## src/rtl/product_accumulator.sv

```systemverilog
// Sums N_TERMS serial unsigned products into one result and holds it on a valid/ready output.
// Optional PRODUCT_ACC_FIRE_EN compiles in the registered threshold comparator driving fire.
module product_accumulator #(
  parameter int unsigned PROD_W    = 10,
  parameter int unsigned N_TERMS   = 4,
  parameter int unsigned ACC_W     = 12,
  parameter int unsigned THRESHOLD = 1024
) (
  input  logic                       clk,
  input  logic                       rst,
  input  logic                       clr,
  input  logic                       in_valid,
  output logic                       in_ready,
  input  logic [PROD_W-1:0]          m_res,
  output logic                       out_valid,
  input  logic                       out_ready,
  output logic [ACC_W-1:0]           acc_out,
  output logic [$clog2(N_TERMS)-1:0] term_cnt,
  output logic                       fire
);

  localparam int unsigned CNT_W = $clog2(N_TERMS);
  localparam logic [CNT_W-1:0] LAST_CNT = CNT_W'(N_TERMS - 1);

  typedef enum logic {
    ACCUM = 1'b0,
    HOLD  = 1'b1
  } state_e;

  state_e             state_q, state_d;
  logic [ACC_W-1:0]   acc_q, acc_d;
  logic [CNT_W-1:0]   cnt_q, cnt_d;
  logic [ACC_W-1:0]   acc_sum;
  logic               beat_acc;

  // First beat of a group loads rather than adds, so a stale sum never carries over.
  always_comb begin
    acc_sum  = (cnt_q == '0) ? ACC_W'(m_res) : acc_q + ACC_W'(m_res);
    beat_acc = in_valid && in_ready;
  end

  always_comb begin
    state_d = state_q;
    acc_d   = acc_q;
    cnt_d   = cnt_q;
    if (clr) begin
      state_d = ACCUM;
      acc_d   = '0;
      cnt_d   = '0;
    end else begin
      case (state_q)
        ACCUM: begin
          if (beat_acc) begin
            acc_d = acc_sum;
            if (cnt_q == LAST_CNT) begin
              cnt_d   = '0;
              state_d = HOLD;
            end else begin
              cnt_d = cnt_q + CNT_W'(1);
            end
          end
        end
        HOLD: begin
          if (out_ready) state_d = ACCUM;
        end
        default: state_d = ACCUM;
      endcase
    end
  end

  always_ff @(posedge clk) begin
    if (rst) begin
      state_q <= ACCUM;
      acc_q   <= '0;
      cnt_q   <= '0;
    end else begin
      state_q <= state_d;
      acc_q   <= acc_d;
      cnt_q   <= cnt_d;
    end
  end

`ifdef PRODUCT_ACC_FIRE_EN
  logic fire_q, fire_d;

  // fire is captured with the completing beat and dropped together with out_valid.
  always_comb begin
    fire_d = fire_q;
    if (clr) begin
      fire_d = 1'b0;
    end else if (state_q == ACCUM && beat_acc && cnt_q == LAST_CNT) begin
      fire_d = (acc_sum >= ACC_W'(THRESHOLD));
    end else if (state_q == HOLD && out_ready) begin
      fire_d = 1'b0;
    end
  end

  always_ff @(posedge clk) begin
    if (rst) fire_q <= 1'b0;
    else     fire_q <= fire_d;
  end

  assign fire = fire_q;
`else
  // Comparator compiled out; the constant term folds away and fire stays 0.
  assign fire = 1'b0 && (THRESHOLD < (1 << ACC_W));
`endif

  assign in_ready  = (state_q == ACCUM) && !clr;
  assign out_valid = (state_q == HOLD);
  assign acc_out   = acc_q;
  assign term_cnt  = cnt_q;

endmodule

```

## config.mk

```make
export PLATFORM = sky130hd
export DESIGN_NAME = product_accumulator
export DESIGN_NICKNAME = d
export VERILOG_FILES = /design/src/rtl/product_accumulator.sv
export SDC_FILE = /design/constraint.sdc
export NUM_CORES = 1
export LEC_CHECK = 0
export CAP_MARGIN = 15
export CORE_ASPECT_RATIO = 1.1
export CORE_MARGIN = 10
export CORE_UTILIZATION = 51
export CTS_CLUSTER_DIAMETER = 80
export DETAILED_ROUTE_END_ITERATION = 12
export PLACE_DENSITY = 0.84
export SLEW_MARGIN = 20
export SYNTH_ARGS = -nofsm -noshare
export SYNTH_HDL_FRONTEND = slang
export SYNTH_SLANG_ARGS = --single-unit
```

## constraint.sdc

```tcl
create_clock -name clk -period 6 [get_ports clk]
set_input_delay 1.2 -clock clk [delete_from_list [all_inputs] [get_ports clk]]
set_output_delay 1.2 -clock clk [all_outputs]
set_load 0.01 [all_outputs]
```

**Word-level counts from Yosys, hierarchy flattened**

Cells that the tools add are included.

- Add/subtract/negate cells: 2
- Equality and inequality tests: 1
- Mux-type cells: 6
- Bitwise logic cells: 1
- Reductions and logical operators: 6

Operators with widths:

| cell | number |
|---|---|
| 12-bit by 10-bit adder with 12-bit output | 1 |
| 12-bit two-way mux | 1 |
| 1-bit two-way mux | 3 |
| 2-bit by 1-bit adder with 2-bit output (second input constant) | 1 |
| 2-bit equality test (second input constant) | 1 |
| 1-bit logical AND | 2 |
| 2-bit zero test | 1 |
| 2-bit two-way mux | 1 |
| 1-bit one-hot mux with 2 select lines | 1 |
| 2-bit AND reduction | 1 |
| 2-bit OR reduction | 1 |
| 1-bit zero test | 1 |
| 1-bit NOT | 1 |

- Flip-flop bits (word level): 15
- Bits of input ports: 15
- Output and inout port bits: 17
- Word-level logic and storage cells: 19

**Logic depth before layout (Yosys ltp)**

- Word-level depth: 5
- Depth in mapped cells: 9
- Gate-level depth less buffers: 9

**Least setup slack after synthesis**

OpenSTA, ideal clock, no wires.

- Path type: input -> register
- Start point: in m_res[0]
- End point: reg acc_q[10] (netlist: acc_out[10])
- Library setup time: 0.062 ns
- Arrival: 2.706 ns
- Data required time: 5.938 ns
- Setup slack: 3.232 ns
- Cell stages on the path: 9
- Path buffers: 0
- Cell sequence: ha_1 inv_1 fa_1 nor2b_4 o31a_4 nor2_4 o31ai_2 or4b_1 nand3_1

- Cells in the longest elaborated chain, start to end: 2

RTL lines:

| element | line | RTL |
|---|---|---|
| start, declared | 14 | `input logic [PROD_W-1:0] m_res,` |
| 12-bit by 10-bit adder with 12-bit output | 38 | `acc_sum = (cnt_q == '0) ? ACC_W'(m_res) : acc_q + ACC_W'(m_res);` |
| 12-bit two-way mux | 38 |  |
| end signal, assigned | 74 | `acc_q <= '0;` |
| end signal, assigned | 78 | `acc_q <= acc_d;` |
| end, declared | 31 | `logic [ACC_W-1:0] acc_q, acc_d;` |

No other way between the ends.
A chain may end at the register's enable or synchronous reset.

**Final worst setup path**

- Start point: in clr
- End point: out in_ready

- Cells in the longest elaborated chain, start to end: 2

RTL lines:

| element | line | RTL |
|---|---|---|
| start, declared | 11 | `input logic clr,` |
| 1-bit zero test | 109 | `assign in_ready = (state_q == ACCUM) && !clr;` |
| 1-bit logical AND | 109 |  |
| end, declared | 13 | `output logic in_ready,` |

No other way between the ends.

==> reports/qor.txt <==
====================================================================================================
Run status ............................................................................ finished clean
Clock-pin slew reported for the worst setup and hold paths after clock tree synthesis .       100 ps
Count of cell types in the netlist ....................................................           46
Vert. Die Dim .........................................................................     70.45 um
I/O Buffers ...........................................................................           30
Storage cell area .....................................................................  300.3 sq um
Crit path time final ..................................................................      3584 ps
PnR Total Power .......................................................................  0.0002247 W
Width of the chip .....................................................................     65.86 um
Arrival time at the worst endpoint ....................................................      2380 ps
Synth top cells by count .............................................................. 15 x sky130_fd_sc_hd__a21oi_1, 15 x sky130_fd_sc_hd__dfxtp_1, 13 x sky130_fd_sc_hd__nor2_1
Effective utilization at floorplan ....................................................       0.5292
Setup TNS .............................................................................         0 ps
Total overflow reported by the global router ..........................................            0
LEAKAGE ...............................................................................    0.6194 nW
Diode insertion count for antenna repair ..............................................            0
DRC violations left ...................................................................            0
#FFs+latches synth ....................................................................           15
CTS tree ..............................................................................          yes
Number of nets at the end of the flow .................................................          198
Multi-input logic area ................................................................  802.0 sq um
Sink Count ............................................................................           15
First-pass GRT wire length ............................................................      5064 um
Maximum number of pins on one net before global-route repair ..........................           23
I/O Pins ..............................................................................           32
Class of the most critical hold timing path ...........................................   reg -> reg
Average wire per cell in the routed design ............................................     14.95 um
Critical path endpoint category .......................................................   output pin
Startpoint types ...................................................................... primary input
Via count of the first global-routing pass ............................................         1192
Estimated wirelength of the detail-placed design ......................................      2296 um
Buffer levels on the longest clock path ...............................................            2
Number of synthesized flops with an enable pin ........................................            0
Core area .............................................................................   2230 sq um
Total routing usage reported by global routing ........................................       0.1342
Average size of a mapped cell .........................................................  8.309 sq um
Share of Yosys cell area claimed by the top area cell type ............................       0.2545
Floorplan row count ...................................................................           18
Final Routed Wirelength ...............................................................      2976 um
Last weighted congestion value of the routability-driven placer .......................       0.9113
Max Freq ..............................................................................    279.0 MHz
Synthesized instance count ............................................................          142
Smallest hold slack ...................................................................     491.9 ps
Critical-path maximum fanout ..........................................................            3
Transition time at the pin with the least slew margin .................................     786.6 ps
Filler instances ......................................................................          194
Crit share post-route .................................................................       0.5974
Average vias per placed instance ......................................................        5.704
Max VDD drop ..........................................................................    0.1366 mV
Cts hold-fix bufs .....................................................................            0
Sequential element share of the synthesized area ......................................       0.2545
Proportion of layout cells with a drive suffix above 1 ................................      0.07692
Number of nets with antenna violations after detailed routing .........................            0
CTS root buffer ....................................................................... sky130_fd_sc_hd__clkbuf_4
Synthesized netlist net count .........................................................          170
Total cell area at the placement stage ................................................   1466 sq um
Final count of pins violating max slew ................................................            0
Number of violations of the max-capacitance limit .....................................            0
Leading post-synthesis cells by cell area ............................................. sky130_fd_sc_hd__dfxtp_1 25%, sky130_fd_sc_hd__ha_1 13%, sky130_fd_sc_hd__a21oi_1 6.4%
Unrepaired setup endpoints after global routing .......................................        false
Number of endpoints failing setup at the final stage ..................................            0
Warnings, synthesis ...................................................................            0
Area delta synth->final ...............................................................       26.62%
Setup clock skew after layout .........................................................     5.342 ps
Hold violation total from the final report ............................................            0
Insertion delay of the later-clocked pin in the worst-skew pair .......................       300 ps
Flip-flop cell with the highest count after synthesis ................................. sky130_fd_sc_hd__dfxtp_1
Cell Pwr Density ...................................................................... 150.4 nW/um^2
Post-CTS Setup Inserts ................................................................            0
Ys async rst share ....................................................................            0
CP Data Required Time .................................................................      4800 ps
Antenna violations before repair ......................................................            0
Crit path kind ........................................................................    in -> out
Number of buffers inserted during clock tree synthesis ................................            3
Area of the mapped netlist ............................................................   1180 sq um
Count of routing violations after the opening detailed-route iteration ................           58
Post-layout instance area .............................................................   1494 sq um
# resized after CTS ...................................................................            0
Total number of vias ..................................................................         1135
Area enclosed by the die boundary .....................................................   4640 sq um
H-tree level count ....................................................................            1
Relative slew margins .................................................................       0.4756
Top cell type by total area after synthesis ........................................... sky130_fd_sc_hd__dfxtp_1
Final design utilization ..............................................................       0.6700
TritonRoute pass-1 iters ..............................................................            4
====================================================================================================
final timing paths:
kind | from | end | slack [ps] | cells after the start
min | acc_out[11] | acc_out[11] | 490 | 2
max reg2reg | acc_out[0] | acc_out[10] | 4000 | 9
max | clr | in_ready | 2420 | 3
min reg2reg | acc_out[11] | acc_out[11] | 490 | 2
cell type report:
| cell class | count | area share |
|---|---|---|
| tap | 30 | 0.02513 |
| multi-input combinational | 113 | 0.5369 |
| clock buffer | 3 | 0.01508 |
| sequential | 15 | 0.2010 |
| timing repair buffer | 30 | 0.2010 |
| clock inverter | 1 | 0.003350 |
| inverter | 7 | 0.01759 |
cells in the final DEF (no fill, tap or decap), types with 2 or more instances in the layout:
master / count
sky130_fd_sc_hd__nand2_1: 8
sky130_fd_sc_hd__a21o_1: 2
sky130_fd_sc_hd__a31oi_1: 2
sky130_fd_sc_hd__o21ai_1: 3
sky130_fd_sc_hd__dfxtp_1: 15
sky130_fd_sc_hd__o21ai_0: 5
sky130_fd_sc_hd__ha_1: 12
sky130_fd_sc_hd__a211oi_1: 5
sky130_fd_sc_hd__nor3_1: 5
sky130_fd_sc_hd__nor2_1: 13
sky130_fd_sc_hd__mux2i_1: 3
sky130_fd_sc_hd__o211ai_1: 2
sky130_fd_sc_hd__a21oi_1: 15
sky130_fd_sc_hd__inv_1: 7
sky130_fd_sc_hd__o41ai_1: 2
sky130_fd_sc_hd__nand3_1: 8
sky130_fd_sc_hd__xor2_1: 4
sky130_fd_sc_hd__clkbuf_4: 3
sky130_fd_sc_hd__clkdlybuf4s50_1: 30
logic make-up after synthesis:
group,after synthesis,share of synthesized area
AND/OR/NAND/NOR,44,0.1920
other,1,0.003178
XOR/XNOR,5,0.03711
buffers and inverters,14,0.06575
adder cells (fa/ha/maj),13,0.1442
flip-flops,15,0.2545
multiplexers,4,0.03500
AO/OA/AOI/OAI,46,0.2683
where the power goes:
part | internal [W] | switching [W] | leakage [nW]
combinational | 0.0000288 | 0.0000302 | 0.480
sequential | 0.000102 | 0.00000208 | 0.122
clock | 0.0000249 | 0.0000368 | 0.0177
flip-flops by register name (all words and copies together), names as in the netlist:
| name | count |
|---|---|
| acc_out | 12 |
| term_cnt | 2 |
| out_valid | 1 |
critical path: stages:
cell and delay, ps:
sky130_fd_sc_hd__clkdlybuf4s50_1 450, sky130_fd_sc_hd__nor2_1 160, sky130_fd_sc_hd__clkdlybuf4s50_1 570
routing by layer:
metal  vias up  track usage  part of all wire
met3         7      0.04785             0.082
met5         -            0                 0
li1        568            -                 -
met4         0      0.05952             0.018
met1       529       0.1387              0.41
met2        31       0.2323              0.49
per-stage QoR:
stage | worst slack [ps] | std cells
3_5_place_dp | 2413 | 195
5_1_grt | 2363 | 199
6_report | 2416 | 199
2_1_floorplan | 3232 | 142
4_1_cts | 2417 | 199
3_3_place_gp | 2440 | 195
Note: power is estimated with default switching activity, not from simulation.
